[src/rtl/pcileech_ft601_emu.sv]
// FT601 245-synchronous FIFO chip model: read FIFO (host->master) and write FIFO (master->host).
// Optional statistics/contention monitor enabled by PCILEECH_FT601_EMU_STATS_EN.
module pcileech_ft601_emu #(
  parameter int PARAM_DEPTH_LOG2  = 4,
  parameter int PARAM_TXE_HOLDOFF = 0
) (
  input  logic        clk,
  input  logic        rst_n,
  input  logic [31:0] ft601_data_i,
  output logic [31:0] ft601_data_o,
  output logic        ft601_data_oe,
  input  logic [3:0]  ft601_be,
  input  logic        ft601_wr_n,
  input  logic        ft601_rd_n,
  input  logic        ft601_oe_n,
  input  logic        ft601_siwu_n,
  output logic        ft601_rxf_n,
  output logic        ft601_txe_n,
  input  logic [31:0] in_data,
  input  logic        in_valid,
  output logic        in_ready,
  output logic [35:0] out_data,
  output logic        out_valid,
  input  logic        out_ready,
  output logic [15:0] stat_rd_words,
  output logic [15:0] stat_wr_words,
  output logic        err_contention
);
  localparam int DEPTH = 1 << PARAM_DEPTH_LOG2;
  localparam int CW    = PARAM_DEPTH_LOG2 + 1;
  localparam int AW    = PARAM_DEPTH_LOG2;
  localparam int HW    = (PARAM_TXE_HOLDOFF > 0) ? $clog2(PARAM_TXE_HOLDOFF + 1) : 1;
  localparam logic [CW-1:0] FULL_CNT = CW'(DEPTH);

  function automatic logic [CW-1:0] cnt_next(input logic [CW-1:0] cnt, input logic push, input logic pop);
    logic [CW-1:0] res;
    case ({push, pop})
      2'b10:   res = cnt + CW'(1);
      2'b01:   res = cnt - CW'(1);
      default: res = cnt;
    endcase
    return res;
  endfunction

  logic [31:0]   rd_mem_r [DEPTH];
  logic [AW-1:0] rd_wptr_r, rd_rptr_r, rd_rptr_next_s;
  logic [CW-1:0] rd_cnt_r, rd_cnt_next_s;
  logic [31:0]   rd_head_next_s, data_o_r;
  logic          rd_push_s, rd_pop_s, rxf_n_r, in_ready_r, data_oe_r;

  logic [35:0]   wr_mem_r [DEPTH];
  logic [AW-1:0] wr_wptr_r, wr_rptr_r, wr_rptr_next_s;
  logic [CW-1:0] wr_cnt_r, wr_cnt_next_s;
  logic [35:0]   wr_head_next_s, out_data_r;
  logic          wr_push_s, wr_pop_s, txe_n_r, txe_n_next_s, out_valid_r;
  logic [HW-1:0] hold_cnt_r;
  logic          unused_siwu_s;

  assign unused_siwu_s = ft601_siwu_n;

  assign rd_push_s      = in_valid & in_ready_r;
  assign rd_pop_s       = ~ft601_rd_n & ~ft601_oe_n & ~rxf_n_r;
  assign rd_cnt_next_s  = cnt_next(rd_cnt_r, rd_push_s, rd_pop_s);
  assign rd_rptr_next_s = rd_pop_s ? rd_rptr_r + AW'(1) : rd_rptr_r;
  // The new head is the word being pushed when the read pointer lands on the write slot.
  assign rd_head_next_s = (rd_push_s && (rd_rptr_next_s == rd_wptr_r)) ? in_data : rd_mem_r[rd_rptr_next_s];

  assign wr_push_s      = ~ft601_wr_n & ~txe_n_r;
  assign wr_pop_s       = out_valid_r & out_ready;
  assign wr_cnt_next_s  = cnt_next(wr_cnt_r, wr_push_s, wr_pop_s);
  assign wr_rptr_next_s = wr_pop_s ? wr_rptr_r + AW'(1) : wr_rptr_r;
  assign wr_head_next_s = (wr_push_s && (wr_rptr_next_s == wr_wptr_r)) ? {ft601_be, ft601_data_i} : wr_mem_r[wr_rptr_next_s];
  assign txe_n_next_s   = (wr_cnt_next_s == FULL_CNT) | (hold_cnt_r != HW'(0));

  // FIFO storage arrays (contents are don't-care once the pointers are reset)
  always_ff @(posedge clk) begin
    if (rd_push_s) rd_mem_r[rd_wptr_r] <= in_data;
    if (wr_push_s) wr_mem_r[wr_wptr_r] <= {ft601_be, ft601_data_i};
  end

  // Read-path pointers, flags and show-ahead head register
  always_ff @(posedge clk or negedge rst_n) begin
    if (!rst_n) begin
      rd_wptr_r  <= '0;
      rd_rptr_r  <= '0;
      rd_cnt_r   <= '0;
      rxf_n_r    <= 1'b1;
      in_ready_r <= 1'b0;
      data_oe_r  <= 1'b0;
      data_o_r   <= 32'h0;
    end else begin
      if (rd_push_s) rd_wptr_r <= rd_wptr_r + AW'(1);
      rd_rptr_r  <= rd_rptr_next_s;
      rd_cnt_r   <= rd_cnt_next_s;
      rxf_n_r    <= (rd_cnt_next_s == CW'(0));
      in_ready_r <= (rd_cnt_next_s != FULL_CNT);
      data_oe_r  <= ~ft601_oe_n;
      if (rd_cnt_next_s != CW'(0)) data_o_r <= rd_head_next_s;
    end
  end

  // Write-path pointers, txe_n with holdoff, and host-side head register
  always_ff @(posedge clk or negedge rst_n) begin
    if (!rst_n) begin
      wr_wptr_r   <= '0;
      wr_rptr_r   <= '0;
      wr_cnt_r    <= '0;
      txe_n_r     <= 1'b1;
      hold_cnt_r  <= '0;
      out_valid_r <= 1'b0;
      out_data_r  <= 36'h0;
    end else begin
      if (wr_push_s) wr_wptr_r <= wr_wptr_r + AW'(1);
      wr_rptr_r   <= wr_rptr_next_s;
      wr_cnt_r    <= wr_cnt_next_s;
      txe_n_r     <= txe_n_next_s;
      out_valid_r <= (wr_cnt_next_s != CW'(0));
      if (wr_cnt_next_s != CW'(0)) out_data_r <= wr_head_next_s;
      if (txe_n_next_s && !txe_n_r) hold_cnt_r <= HW'(PARAM_TXE_HOLDOFF);
      else if (hold_cnt_r != HW'(0)) hold_cnt_r <= hold_cnt_r - HW'(1);
    end
  end

  assign ft601_data_o  = data_o_r;
  assign ft601_data_oe = data_oe_r;
  assign ft601_rxf_n   = rxf_n_r;
  assign ft601_txe_n   = txe_n_r;
  assign in_ready      = in_ready_r;
  assign out_data      = out_data_r;
  assign out_valid     = out_valid_r;

`ifdef PCILEECH_FT601_EMU_STATS_EN
  logic [15:0] stat_rd_r, stat_wr_r;
  logic        err_r;

  // Saturating traffic counters and sticky bus-contention flag
  always_ff @(posedge clk or negedge rst_n) begin
    if (!rst_n) begin
      stat_rd_r <= 16'h0;
      stat_wr_r <= 16'h0;
      err_r     <= 1'b0;
    end else begin
      if (rd_pop_s && (stat_rd_r != 16'hFFFF)) stat_rd_r <= stat_rd_r + 16'd1;
      if (wr_push_s && (stat_wr_r != 16'hFFFF)) stat_wr_r <= stat_wr_r + 16'd1;
      if ((~ft601_wr_n & ~ft601_oe_n) | (~ft601_rd_n & ft601_oe_n)) err_r <= 1'b1;
    end
  end

  assign stat_rd_words  = stat_rd_r;
  assign stat_wr_words  = stat_wr_r;
  assign err_contention = err_r;
`else
  assign stat_rd_words  = 16'h0;
  assign stat_wr_words  = 16'h0;
  assign err_contention = 1'b0;
`endif

endmodule

[config.mk]
export PLATFORM = sky130hd
export DESIGN_NAME = pcileech_ft601_emu
export DESIGN_NICKNAME = d
export VERILOG_FILES = /design/src/rtl/pcileech_ft601_emu.sv
export SDC_FILE = /design/constraint.sdc
export NUM_CORES = 1
export LEC_CHECK = 0
export BUFFER_PORTS_ARGS = -buffer_cell sky130_fd_sc_hd__buf_2
export CELL_PAD_IN_SITES_DETAIL_PLACEMENT = 1
export CELL_PAD_IN_SITES_GLOBAL_PLACEMENT = 2
export CORE_ASPECT_RATIO = 1.2
export CORE_UTILIZATION = 45
export DETAILED_ROUTE_END_ITERATION = 7
export GPL_ROUTABILITY_DRIVEN = 1
export PLACE_DENSITY = 0.8
export SYNTH_ARGS = -nofsm -noshare
export SYNTH_HDL_FRONTEND = slang
export SYNTH_SLANG_ARGS = --single-unit
[constraint.sdc]
create_clock -name clk -period 4.2 [get_ports clk]
set_input_delay 0.84 -clock clk [delete_from_list [all_inputs] [get_ports clk]]
set_output_delay 0.84 -clock clk [all_outputs]
set_load 0.05 [all_outputs]
==> impl_results.md <==
- Slew HR: 9.525%
- Total core area: 120,000 µm²
- Setup CP Type: reg2reg
- Share of layout cells above drive strength 1: 16.49%
- DR vias/cell: 6.272
- Critical path required time: 4800 ps
- Cts repair resizes: 0
- DRT Wirelength: 159,600 µm
- Antenna Nets Post-Route: 0
- DP Cell Count: 5,376
- Fmax: 0.2640 GHz
- Post-synth cell types: 72
- Initial antenna violation count: 7
- Die Height: 383.5 µm
- Cell count after synthesis: 3,834
- Hold_buf cts: 0
- Row count: 139
- CTS Buf Count: 120
- Initial Util: 45.48%
- First-pass GRT wire length: 237,600 µm
- Synth top area share: 59.86%
- Multi-input gate area: 18,230 µm²
- PD cells: 778.6 nW/µm²
- Number of port buffers: 147
- Total gr overflow: 0
- Io pins: 182
- Post-DP HPWL: 91,730 µm
- Post-CTS setup buffers: 0
- Sequential area share after synthesis: 64.41%
- Combinational share of power: 45.3%
- Detailed Routing Iterations Pass 1: 5
- EDFF count, synth: 1,088
- Worst-path clk slew: 60 ps
- Die width: 319.9 µm
- Finished Layout Cells: 5,603
- Leak: 21.47 nW
- CP endpoint kind: flip-flop
- Layout area overhead: 12.79%
- Vias in the first global route: 37.44k
- DRC: 0
- Vias: 35.14k
- Setup TNS: 0 ps
- Hold WS: 94.87 ps
- Arr. time, crit path: 4380 ps
- Most common cell after layout, fill and taps aside: edfxtp_1
- # clock sinks: 1,187
- Setup Viol. Count Final: 0
- Tmin final: 3788 ps
- Clock buffer depth: 3
- Design area: 61,560 µm²
- CP max FO: 19
- Warnings, synthesis: 0
- # nets final: 4,039
- FF-to-FF Start: ft601_txe_n
- Reg area: 35,170 µm²
- Total track usage: 25.92%
- Final GP Congestion: 0.7571
- Htree depth: 3
- Pint: 28.71 mW
- Status: complete, no violations
- Hold Vio Cnt, Final: 0
- Cell Area, Synth: 54,580 µm²
- Avg Cell Area, Syn: 14.24 µm²
- R2r endpoint: out_data[34]
- Worst setup margin: 411.9 ps
- Placed Area: 57,710 µm²
- CTS root buf: clkbuf_16
- Placement Setup Slack: -39.72 ps
- Routed len/inst: 28.48 µm
- Sw frac: 40.10%
- Ratio of final minimum period to clock period: 90.19%
- Yosys reg bits: 1,187
- Async S/R FF share, synth: 8.340%
- FF-to-FF path depth: 15
- Fill cell count: 11.63k
- Largest area contributor in the netlist: edfxtp_1
- Final number of max-transition violations: 0
- Top post-synthesis cells by area: edfxtp_1, mux2i_1, mux4_2, dfrtp_1, a21oi_1
- RSZ-0062 raised after global routing: false
- Register share of total power: 32.6%
- Max IR drop VDD: 770.2 µV
- Worst skew pair latency: 760 ps
- Pin count of the biggest net entering global routing: 135
- CTS tree: yes
- Most frequent cells in the layout: edfxtp_1, mux2i_1, nand2_1
- Worst Skew: 31.47 ps
- Top FF cell, synth: edfxtp_1
- CP Launch Type: flip-flop
- Slew at the pin closest to its max-slew limit: 1340 ps
- Clock power share: 22.1%
- Switching power: 19.22 mW
- Reg2Reg Setup Slack: 410 ps
- Max Cap Viol: 0
- Hold Path Class: in2async
- DRT iter0 DRCs: 2,445
- Full die area: 122,700 µm²
-- per-layer routing --
metal / GRT usage, % / wire length (µm) / vias to the layer above
met5: 0 / 36 / -
met4: 9.020 / 4685 / 6
met3: 3.290 / 7386 / 301
met2: 47.93 / 84930 / 991
li1: - / - / 15420
met1: 30.89 / 62540 / 18430
-- final cells by class --
cell class	instances	share of cell area, %
flip-flops and latches	1187	57.12
well taps	1551	3.152
clock inverters	69	1.000
inverters	20	0.1341
repair buffers	296	3.713
diodes	1	0.004065
clock buffers	157	5.252
multi-input cells	2322	29.62
-- cell usage after synthesis (all sizes together) (19+ instances only) --
cell,instances
clkbuf,163
nand3,154
nand4,19
o22ai,129
xnor2,25
nor3,30
mux2i,553
edfxtp,1088
o221ai,38
a311oi,21
buf,174
o311ai,37
o21ai,130
dfrtp,97
a22o,19
nor2,79
o2bb2ai,32
nand2,272
and3,95
a22oi,94
mux4,121
a21oi,226
a211oi,96
-- cells by family (layout without fill, tap and decap cells) --
logic type	after synthesis	in the layout	synth area share (%)
flops	1187	1187	64.41
compound gates	871	871	10.48
simple gates	691	691	5.997
mux	678	678	15.22
buf+inv	357	542	2.964
xor+xnor	33	33	0.5571
fa+ha+maj	16	16	0.3668
other cells	1	34	0.006871
-- sequential cells by signal, indices dropped and copies added (netlist names) --
name	count
ft601_rxf_n	1
out_valid	1
out_data	36
wr_rptr_r	4
wr_cnt_r	5
ft601_txe_n	1
ft601_data_o	32
wr_mem_r	576
rd_wptr_r	4
in_ready	1
rd_rptr_r	4
rd_cnt_r	5
wr_wptr_r	4
ft601_data_oe	1
rd_mem_r	512
-- worst max-delay path, cell delays in order (launching register included) --
cell and delay (ps):
dfstp_2 410, nor2_1 330, buf_4 250, inv_1 90, ha_1 290, xor2_1 190, ha_1 230, a21oi_1 170
xnor2_1 130, nor2_1 60, xor2_1 190, a2111oi_4 460, inv_2 300, buf_4 290, nor2_1 140, a21oi_1 70
-- how the worst max path moves through the flow --
stage / slack [ps] / endpoint / cells past startpoint / from
after global routing: 250 / out_data[29] / 15 / ft601_txe_n
after floorplan: 40 / out_data[20] / 18 / out_ready
after detailed placement: -40 / out_data[19] / 16 / ft601_wr_n
after CTS: 440 / out_data[34] / 15 / ft601_txe_n
after global placement: 20 / out_data[17] / 16 / ft601_wr_n
final: 410 / out_data[34] / 15 / ft601_txe_n
-- stage by stage --
| stage | power [mW] | util [%] |
|---|---|---|
| after floorplan | 30.51 | - |
| after global placement | 37.02 | 48.09 |
| after detailed placement | 37.54 | 48.09 |
| after CTS | 48.22 | 51.30 |
| after global routing | 50.16 | 51.30 |
| final | 47.93 | 51.30 |
-- power by group through the flow --
stage | Clock [mW] | Sequential (mW) | Combinational, mW
2_1_floorplan | 0 | 16.6 | 13.9
3_3_place_gp | 0 | 15.8 | 21.2
3_5_place_dp | 0 | 15.8 | 21.7
4_1_cts | 10.8 | 15.6 | 21.8
5_1_grt | 11.1 | 15.8 | 23.2
6_report | 10.6 | 15.6 | 21.7
No activity file was read; power rests on OpenSTA's default activity.
